[config.mk]
export PLATFORM = sky130hd
export DESIGN_NAME = snax_simbacore_csr_initiator
export DESIGN_NICKNAME = d
export VERILOG_FILES = /design/src/rtl/snax_simbacore_csr_initiator.sv
export SDC_FILE = /design/constraint.sdc
export NUM_CORES = 1
export LEC_CHECK = 0
export CAP_MARGIN = 15
export CORE_ASPECT_RATIO = 1.2
export CORE_UTILIZATION = 40
export CTS_CLUSTER_SIZE = 40
export DETAILED_ROUTE_END_ITERATION = 6
export PLACE_DENSITY = 0.7
export SLEW_MARGIN = 20
export SYNTH_ARGS = -nofsm -noshare
export SYNTH_HDL_FRONTEND = slang
export SYNTH_SLANG_ARGS = --single-unit
[constraint.sdc]
create_clock -name clk_i -period 3.36 [get_ports clk_i]
set_clock_uncertainty 0.15 [all_clocks]
set_input_delay 0.84 -clock clk_i [delete_from_list [all_inputs] [get_ports clk_i]]
set_output_delay 0.84 -clock clk_i [all_outputs]
set_load 0.01 [all_outputs]
[src/rtl/snax_simbacore_csr_initiator.sv]
// Host-side CSR initiator for SimbaCore: writes the RW CSRs (last write launches), then reads back all RO CSRs.
// Optional status polling between launch and readback is enabled by defining SNAX_SIMBACORE_CSR_POLL_EN.
module snax_simbacore_csr_initiator #(
    parameter int unsigned NumRwCsr  = 6,
    parameter int unsigned NumRoCsr  = 4,
    parameter logic [31:0] CsrBase   = 32'd0,
    parameter int unsigned StatusIdx = 0,
    parameter int unsigned PollGap   = 4
) (
    input  logic                      clk_i,
    input  logic                      rst_ni,
    input  logic [NumRwCsr-1:0][31:0] cfg_data_i,
    input  logic                      cfg_valid_i,
    output logic                      cfg_ready_o,
    output logic [31:0]               csr_req_data_o,
    output logic [31:0]               csr_req_addr_o,
    output logic                      csr_req_write_o,
    output logic                      csr_req_valid_o,
    input  logic                      csr_req_ready_i,
    input  logic [31:0]               csr_rsp_data_i,
    input  logic                      csr_rsp_valid_i,
    output logic                      csr_rsp_ready_o,
    output logic [NumRoCsr-1:0][31:0] ro_data_o,
    output logic                      done_valid_o,
    input  logic                      done_ready_i,
    output logic [15:0]               poll_cnt_o
);

    localparam int unsigned MaxCsr = (NumRwCsr > NumRoCsr) ? NumRwCsr : NumRoCsr;
    localparam int unsigned IdxW   = $clog2(MaxCsr + 1);
    localparam int unsigned WrW    = (NumRwCsr > 1) ? $clog2(NumRwCsr) : 1;
    localparam int unsigned RoW    = (NumRoCsr > 1) ? $clog2(NumRoCsr) : 1;
    localparam logic [IdxW-1:0] LastWr = IdxW'(NumRwCsr - 1);
    localparam logic [IdxW-1:0] LastRo = IdxW'(NumRoCsr - 1);
    localparam logic [31:0]     RoBase = CsrBase + 32'(NumRwCsr);

    if (StatusIdx >= NumRoCsr || PollGap > 65535) begin : g_bad_param
        $error("snax_simbacore_csr_initiator: StatusIdx or PollGap out of range");
    end

    typedef enum logic [2:0] {
        IDLE,
        WR,
`ifdef SNAX_SIMBACORE_CSR_POLL_EN
        POLL_REQ,
        POLL_RSP,
        GAP,
`endif
        RD_REQ,
        RD_RSP,
        DONE
    } state_e;

    state_e                    state_q, state_d;
    logic [IdxW-1:0]           idx_q, idx_d;
    logic [NumRwCsr-1:0][31:0] cfg_q;
    logic                      cfg_load;
    logic                      ro_capture;
    logic                      req_hs;
    logic                      rsp_hs;
    logic                      req_valid_d;
    logic                      req_write_d;
    logic [31:0]               req_addr_d;
    logic [31:0]               req_data_d;

    assign req_hs = csr_req_valid_o && csr_req_ready_i;
    assign rsp_hs = csr_rsp_valid_i && csr_rsp_ready_o;

`ifdef SNAX_SIMBACORE_CSR_POLL_EN
    localparam logic [31:0] StatusAddr = RoBase + 32'(StatusIdx);
    localparam int unsigned GapW = (PollGap > 0) ? $clog2(PollGap + 1) : 1;

    logic [GapW-1:0] gap_q, gap_d;
    logic            poll_inc;
`endif

    always_comb begin
        state_d    = state_q;
        idx_d      = idx_q;
        cfg_load   = 1'b0;
        ro_capture = 1'b0;
`ifdef SNAX_SIMBACORE_CSR_POLL_EN
        gap_d      = gap_q;
        poll_inc   = 1'b0;
`endif
        unique case (state_q)
            IDLE: begin
                if (cfg_valid_i && cfg_ready_o) begin
                    cfg_load = 1'b1;
                    idx_d    = '0;
                    state_d  = WR;
                end
            end
            WR: begin
                if (req_hs) begin
                    if (idx_q == LastWr) begin
                        idx_d = '0;
`ifdef SNAX_SIMBACORE_CSR_POLL_EN
                        state_d = POLL_REQ;
`else
                        state_d = RD_REQ;
`endif
                    end else begin
                        idx_d = idx_q + 1'b1;
                    end
                end
            end
`ifdef SNAX_SIMBACORE_CSR_POLL_EN
            POLL_REQ: begin
                if (req_hs) begin
                    poll_inc = 1'b1;
                    state_d  = POLL_RSP;
                end
            end
            POLL_RSP: begin
                if (rsp_hs) begin
                    if (csr_rsp_data_i[0]) begin
                        if (PollGap == 0) begin
                            state_d = POLL_REQ;
                        end else begin
                            gap_d   = GapW'(PollGap);
                            state_d = GAP;
                        end
                    end else begin
                        idx_d   = '0;
                        state_d = RD_REQ;
                    end
                end
            end
            GAP: begin
                if (gap_q == '0) begin
                    state_d = POLL_REQ;
                end else begin
                    gap_d = gap_q - 1'b1;
                end
            end
`endif
            RD_REQ: begin
                if (req_hs) begin
                    state_d = RD_RSP;
                end
            end
            RD_RSP: begin
                if (rsp_hs) begin
                    ro_capture = 1'b1;
                    if (idx_q == LastRo) begin
                        idx_d   = '0;
                        state_d = DONE;
                    end else begin
                        idx_d   = idx_q + 1'b1;
                        state_d = RD_REQ;
                    end
                end
            end
            DONE: begin
                if (done_valid_o && done_ready_i) begin
                    state_d = IDLE;
                end
            end
            default: state_d = IDLE;
        endcase
    end

    // Request fields are computed from the next state so they can be registered
    // and still appear in the first cycle of each request state.
    always_comb begin
        req_valid_d = 1'b0;
        req_write_d = 1'b0;
        req_addr_d  = '0;
        req_data_d  = '0;
        case (state_d)
            WR: begin
                req_valid_d = 1'b1;
                req_write_d = 1'b1;
                req_addr_d  = CsrBase + 32'(idx_d);
                req_data_d  = cfg_load ? cfg_data_i[0] : cfg_q[idx_d[WrW-1:0]];
            end
`ifdef SNAX_SIMBACORE_CSR_POLL_EN
            POLL_REQ: begin
                req_valid_d = 1'b1;
                req_addr_d  = StatusAddr;
            end
`endif
            RD_REQ: begin
                req_valid_d = 1'b1;
                req_addr_d  = RoBase + 32'(idx_d);
            end
            default: ;
        endcase
    end

    always_ff @(posedge clk_i or negedge rst_ni) begin
        if (!rst_ni) begin
            state_q         <= IDLE;
            idx_q           <= '0;
            cfg_q           <= '0;
            ro_data_o       <= '0;
            cfg_ready_o     <= 1'b1;
            csr_req_valid_o <= 1'b0;
            csr_req_write_o <= 1'b0;
            csr_req_addr_o  <= '0;
            csr_req_data_o  <= '0;
            csr_rsp_ready_o <= 1'b0;
            done_valid_o    <= 1'b0;
        end else begin
            state_q <= state_d;
            idx_q   <= idx_d;
            if (cfg_load) begin
                cfg_q <= cfg_data_i;
            end
            if (cfg_load) begin
                ro_data_o <= '0;
            end else if (ro_capture) begin
                ro_data_o[idx_q[RoW-1:0]] <= csr_rsp_data_i;
            end
            cfg_ready_o     <= (state_d == IDLE);
            csr_req_valid_o <= req_valid_d;
            csr_req_write_o <= req_write_d;
            csr_req_addr_o  <= req_addr_d;
            csr_req_data_o  <= req_data_d;
`ifdef SNAX_SIMBACORE_CSR_POLL_EN
            csr_rsp_ready_o <= (state_d == RD_RSP) || (state_d == POLL_RSP);
`else
            csr_rsp_ready_o <= (state_d == RD_RSP);
`endif
            done_valid_o    <= (state_d == DONE);
        end
    end

`ifdef SNAX_SIMBACORE_CSR_POLL_EN
    always_ff @(posedge clk_i or negedge rst_ni) begin
        if (!rst_ni) begin
            gap_q      <= '0;
            poll_cnt_o <= '0;
        end else begin
            gap_q <= gap_d;
            if (cfg_load) begin
                poll_cnt_o <= '0;
            end else if (poll_inc && (poll_cnt_o != 16'hFFFF)) begin
                poll_cnt_o <= poll_cnt_o + 16'd1;
            end
        end
    end
`else
    assign poll_cnt_o = '0;
`endif

endmodule
After elaboration in Yosys (flattened, before gate mapping)
Index checks and enable logic that the tools add are counted.
{"block": "word_totals", "ff_bits": 395, "in_bits": 230, "out_inout_bits": 213, "wordCells": 73}
{"block": "op_classes", "addsub": 2, "order_cmp": 3, "eq_ne": 10, "n_mux": 30, "reduce_logical": 9}
{"cell": "$mux 128", "n": 2}
{"cell": "$bwmux 128", "n": 1}
{"cell": "$mux 32", "n": 4}
{"cell": "$bmux 32 s3", "n": 1}
{"cell": "$demux 32 s2", "n": 1}
{"cell": "$mux 3", "n": 12}
{"cell": "$eq 3x2->1 const B", "n": 5}
{"cell": "$pmux 3 s5", "n": 1}
{"cell": "$eq 3x3->1 const B", "n": 3}
{"cell": "$pmux 3 s3", "n": 1}
{"cell": "$pmux 4 s2", "n": 1}
{"cell": "$eq 3x1->1 const B", "n": 2}
{"cell": "$logic_not 3->1", "n": 2}
{"cell": "$mux 1", "n": 6}
{"cell": "$logic_and 1x1->1", "n": 5}
{"cell": "$add 3x3->4 const A", "n": 1}
{"cell": "$lt 3x4->1 const B", "n": 1}
{"cell": "$add 3x1->3 const B", "n": 1}
{"cell": "$lt 2x3->1 const B", "n": 1}
{"cell": "$ge 2x1->1 const B", "n": 1}
{"cell": "$reduce_bool 2->1", "n": 1}
{"cell": "$reduce_or 2->1", "n": 1}

Longest topological paths before layout
{"block": "depth", "ltp_word": 8, "ltp_mapped": 12, "depth_no_buf": 9}

Least setup slack after synthesis
OpenSTA, ideal clock, no wires.
{"block": "synth_path", "path_type": "reg2reg", "startpoint": "register idx_q[0]", "endpoint": "register csr_req_data_o[10]", "arrival_time_ps": 2443, "setup_slack_ps": 668, "stages_incl_launch_ff": 11, "n_path_buf": 3, "synth_period_minus_slack_ps": 2692, "cell_sequence": "dfrtp_1 clkbuf_1 inv_2 clkbuf_1 ha_1 nor3b_1 a2111o_4 nor2_4 buf_2 nand3_1 a311oi_1"}
{"block": "synth_between", "elab_chain_len": 8}
{"item": "from (decl)", "line_no": "55", "rtl": "logic [IdxW-1:0] idx_q, idx_d;"}
{"item": "from (signal assigned)", "line_no": "207", "rtl": "idx_q <= idx_d;"}
{"item": "$add 3x1->3 (tied with other cells)", "line_no": "104, 150"}
{"item": "$mux 3 (on tied branches)", "line_no": "146, 96"}
{"item": "$mux 3 (on tied branches)", "line_no": "144, 95"}
{"item": "$pmux 3 s3 *", "line_no": "86", "rtl": "unique case (state_q)"}
{"item": "named net idx_d[1]", "line_no": "55"}
{"item": "$bmux 32 s3 *", "line_no": "176", "rtl": "req_data_d = cfg_load ? cfg_data_i[0] : cfg_q[idx_d[WrW-1:0]];"}
{"item": "$mux 32 (not written as such) *", "line_no": "176"}
{"item": "$mux 32 *", "line_no": "176"}
{"item": "$mux 32 *", "line_no": "171", "rtl": "case (state_d)"}
{"item": "named net req_data_d[10]", "line_no": "64", "rtl": "logic [31:0] req_data_d;"}
{"item": "to (signal assigned)", "line_no": "220", "rtl": "csr_req_data_o <= req_data_d;"}
{"item": "to (decl)", "line_no": "15", "rtl": "output logic [31:0] csr_req_data_o,"}
The timed path passes the listed nets; every way through them passes the cells marked *. The select of a mux whose other input is x is not followed.
A chain may end at the register's enable or synchronous reset.

Final worst setup path
{"block": "layout_path", "startpoint": "input csr_rsp_valid_i", "endpoint": "register csr_req_data_o[23]"}
{"block": "layout_between", "elab_chain_len": 7}
{"item": "from (decl)", "line_no": "21", "rtl": "input logic csr_rsp_valid_i,"}
{"item": "$logic_and 1x1->1", "line_no": "67", "rtl": "assign rsp_hs = csr_rsp_valid_i && csr_rsp_ready_o;"}
{"item": "$mux 3", "line_no": "144", "rtl": "if (rsp_hs) begin"}
{"item": "$pmux 3 s3", "line_no": "86"}
{"item": "named net idx_d[1]", "line_no": "55"}
{"item": "$bmux 32 s3", "line_no": "176"}
{"item": "$mux 32 (not written as such)", "line_no": "176"}
{"item": "$mux 32", "line_no": "176"}
{"item": "$mux 32", "line_no": "171"}
{"item": "named net req_data_d[23]", "line_no": "64"}
The timed path passes the listed nets, and every way through them passes these cells. The select of a mux whose other input is x is not followed.

==> impl_metrics.json <==
{
  "grt_setup_unrepaired": "yes",
  "vdd_drop_max_mv": 0.4838,
  "p_sw_frac": 0.3799,
  "path_class": "in2reg",
  "area_delta_synth_final_pct": 32.85,
  "synth.distinct_cells": 46,
  "async_flop_share": 1.000,
  "power_frac_seq": 0.369,
  "synthTopCellsByArea": "dfrtp_1 (51%), nand2_1 (20%), mux2i_1 (12%)",
  "pwr-share-comb": 0.427,
  "p_per_area_nw_per_um2": 862.3,
  "min_period_ns": 3.285,
  "worst_setup_hold_path_clk_slew_ns": 0.06,
  "p_int_uw": 12820,
  "port_buffers": 398,
  "final_nets": 2661,
  "synth_top_cell_by_area": "dfrtp_1",
  "rows": 84,
  "setup_violations": 0,
  "yosysWarnings": 0,
  "outcome": "complete, no violations",
  "p_leak_uw": 0.01198,
  "cp.arrival_ns": 3.57,
  "required_ns": 3.64,
  "report.power.total_uw": 20670,
  "die_h_um": 234.6,
  "wl_per_cell_um": 19.70,
  "grt_use_total": 0.2547,
  "post-cts-setup-buffers": 0,
  "ios": 443,
  "n_fill_cell": 3993,
  "dieArea_um2": 45960,
  "syn_inst": 2075,
  "ant_nets": 0,
  "drtIter0Drc": 948,
  "placed_area_um2": 22750,
  "grt_pass1_vias": 16000,
  "start_kind": "primary input",
  "max_cap_viol_count": 0,
  "antenna_found_initial": 4,
  "fin_util": 0.5429,
  "fmax_mhz": 304.4,
  "yosysSeqAreaShare": 0.5091,
  "synth-edff-count": 0,
  "p_switching_uw": 7851,
  "netlist_area_um2": 18040,
  "tightestPinTransition_ns": 1.031,
  "cts.sinks": 367,
  "p_clk_frac": 0.204,
  "drc": 0,
  "drt_first_pass_iters": 6,
  "vias": 15930,
  "gp_congestion": 0.9109,
  "numCtsBuffers": 38,
  "die_w_um": 195.9,
  "grt_pass1_wl_mm": 91.57,
  "final_area_um2": 23970,
  "finalCritPeriodShare": 0.9778,
  "start_util": 0.4087,
  "h-tree-depth": 2,
  "slew_headroom": 0.3129,
  "regArea_um2": 9185,
  "viasPerCell": 5.296,
  "ctsRootBufferMaster": "clkbuf_16",
  "clk_latency_ns": 0.56,
  "synth_ff_type": "dfrtp_1",
  "grt.overflow.total": 0,
  "clock_path_buffers": 3,
  "antenna_cells": 0,
  "finalHoldViolCount": 0,
  "critPathMaxFanout": 32,
  "place_hpwl_mm": 41.77,
  "cts_tree": "done",
  "multi_input_area_um2": 8079,
  "wl_mm": 59.26,
  "syn_area_per_cell_um2": 8.694,
  "final.setup.tns_ns": 0,
  "grt_max_degree": 120,
  "yosysTopAreaCellShare": 0.5077,
  "drive_above_1_share": 0.05676,
  "drv_slew": 0,
  "worstHoldPathType": "in2async",
  "ys_seq_elements": 367,
  "coreArea_um2": 44140,
  "endpoint_kind": "register"
}
==> final cells by class <==
class                   instances  share of cell area
clock buffers                  50             0.04448
well taps                     559             0.02918
flip-flops and latches        367              0.3832
multi-input cells            1554              0.3371
clock inverters                15            0.006265
inverters                       9            0.001514
repair buffers                454              0.1982
==> Yosys cell counts, types with 3 or more instances <==
cell      count
a211oi_1      3
a22oi_1      31
nor3_1        3
nand3_1      73
and2_1        6
ha_1          7
inv_1         7
buf_2        14
a311oi_1     31
a21oi_1     121
nand2_1     942
clkbuf_1    114
nor2_4        3
nor2_1       38
dfrtp_1     366
buf_6         3
buf_4        55
mux2i_1     224
==> repair_timing <==
item	4_1_cts	5_1_grt
hold endpoints to repair	0	0
gates resized for setup	0	1
setup endpoints to repair	0	13
hold buffers	0	0
==> path summary, 6_finish.rpt <==
check                                start                 end  slack [ns]  depth (start not counted)
setup / recovery           csr_rsp_valid_i  csr_req_data_o[23]        0.07                          9
hold / removal                      rst_ni       ro_data_o[91]        0.11                          1
setup reg to reg                  idx_q[1]  csr_req_data_o[23]        0.08                          9
hold reg to reg                  cfg_q[16]           cfg_q[16]        0.35                          2
max in group asynchronous           rst_ni         cfg_ready_o        2.12                          2
min in group clk_i               cfg_q[16]           cfg_q[16]        0.35                          2
==> registers in the layout (all words and copies together) (netlist names) <==
register / count
cfg_ready_o: 1
cfg_q: 192
csr_req_addr_o: 4
idx_q: 3
csr_rsp_ready_o: 1
state_q: 3
csr_req_write_o: 1
csr_req_valid_o: 1
done_valid_o: 1
ro_data_o: 128
csr_req_data_o: 32
==> worst max-delay path: stages <==
cell             delay, ns
clkdlybuf4s50_1       0.52
nand4_4               0.11
buf_4                 0.20
nor3b_1               0.28
a2111o_4              0.21
inv_2                 0.06
nor2_4                0.74
a22oi_1               0.18
a311oi_1              0.37
==> logic make-up (layout without fill, tap and decap cells) <==
family / after synthesis / after routing / synth area share
compound gates: 200 / 200 / 0.06977
mux: 224 / 224 / 0.1243
buf+inv: 197 / 528 / 0.05465
flops: 367 / 367 / 0.5091
simple gates: 1079 / 1079 / 0.2371
other cells: 1 / 44 / 0.0002079
fa+ha+maj: 7 / 7 / 0.004854
==> power groups by stage <==
stage / sequential, µW / clock [µW] / combinational, µW
6_report: 7620 / 4220 / 8820
5_1_grt: 7830 / 4470 / 9660
4_1_cts: 7620 / 4300 / 8860
3_5_place_dp: 7680 / 0 / 8810
3_3_place_gp: 7610 / 0 / 8610
2_1_floorplan: 7480 / 0 / 5330
==> stage by stage <==
| stage | worst slack (ns) | instances | hold WS [ns] |
|---|---|---|---|
| after floorplan | 0.6677 | 2118 | 0.3168 |
| after global placement | -0.3385 | 2943 | 0.3295 |
| after detailed placement | -0.4231 | 2943 | 0.3347 |
| after CTS | 0.08723 | 3008 | 0.1209 |
| after global routing | -0.01609 | 3008 | 0.1274 |
| final | 0.07469 | 3008 | 0.1150 |
==> metal layers <==
layer	wire length [µm]	track usage
met2	29990	0.4506
met4	1812	0.08144
met1	23440	0.3158
met5	48	0
met3	3968	0.03990
==> cell usage in the layout (no fill, tap or decap), types with 2 or more instances in the layout <==
master,n
and2_1,6
nand3_1,73
buf_4,28
clkbuf_16,38
dfrtp_1,366
nor3b_1,2
nor2_1,37
nand2_1,942
a22oi_1,31
nor3_2,2
buf_12,27
mux2i_1,224
clkinv_2,8
inv_6,3
a21oi_1,121
clkbuf_8,7
conb_1,44
clkbuf_1,5
clkdlybuf4s50_1,397
inv_1,7
bufinv_16,2
a211oi_1,3
nor2_4,4
a311oi_1,31
a32oi_1,2
ha_1,7
Power figures use the tool's default switching activity.
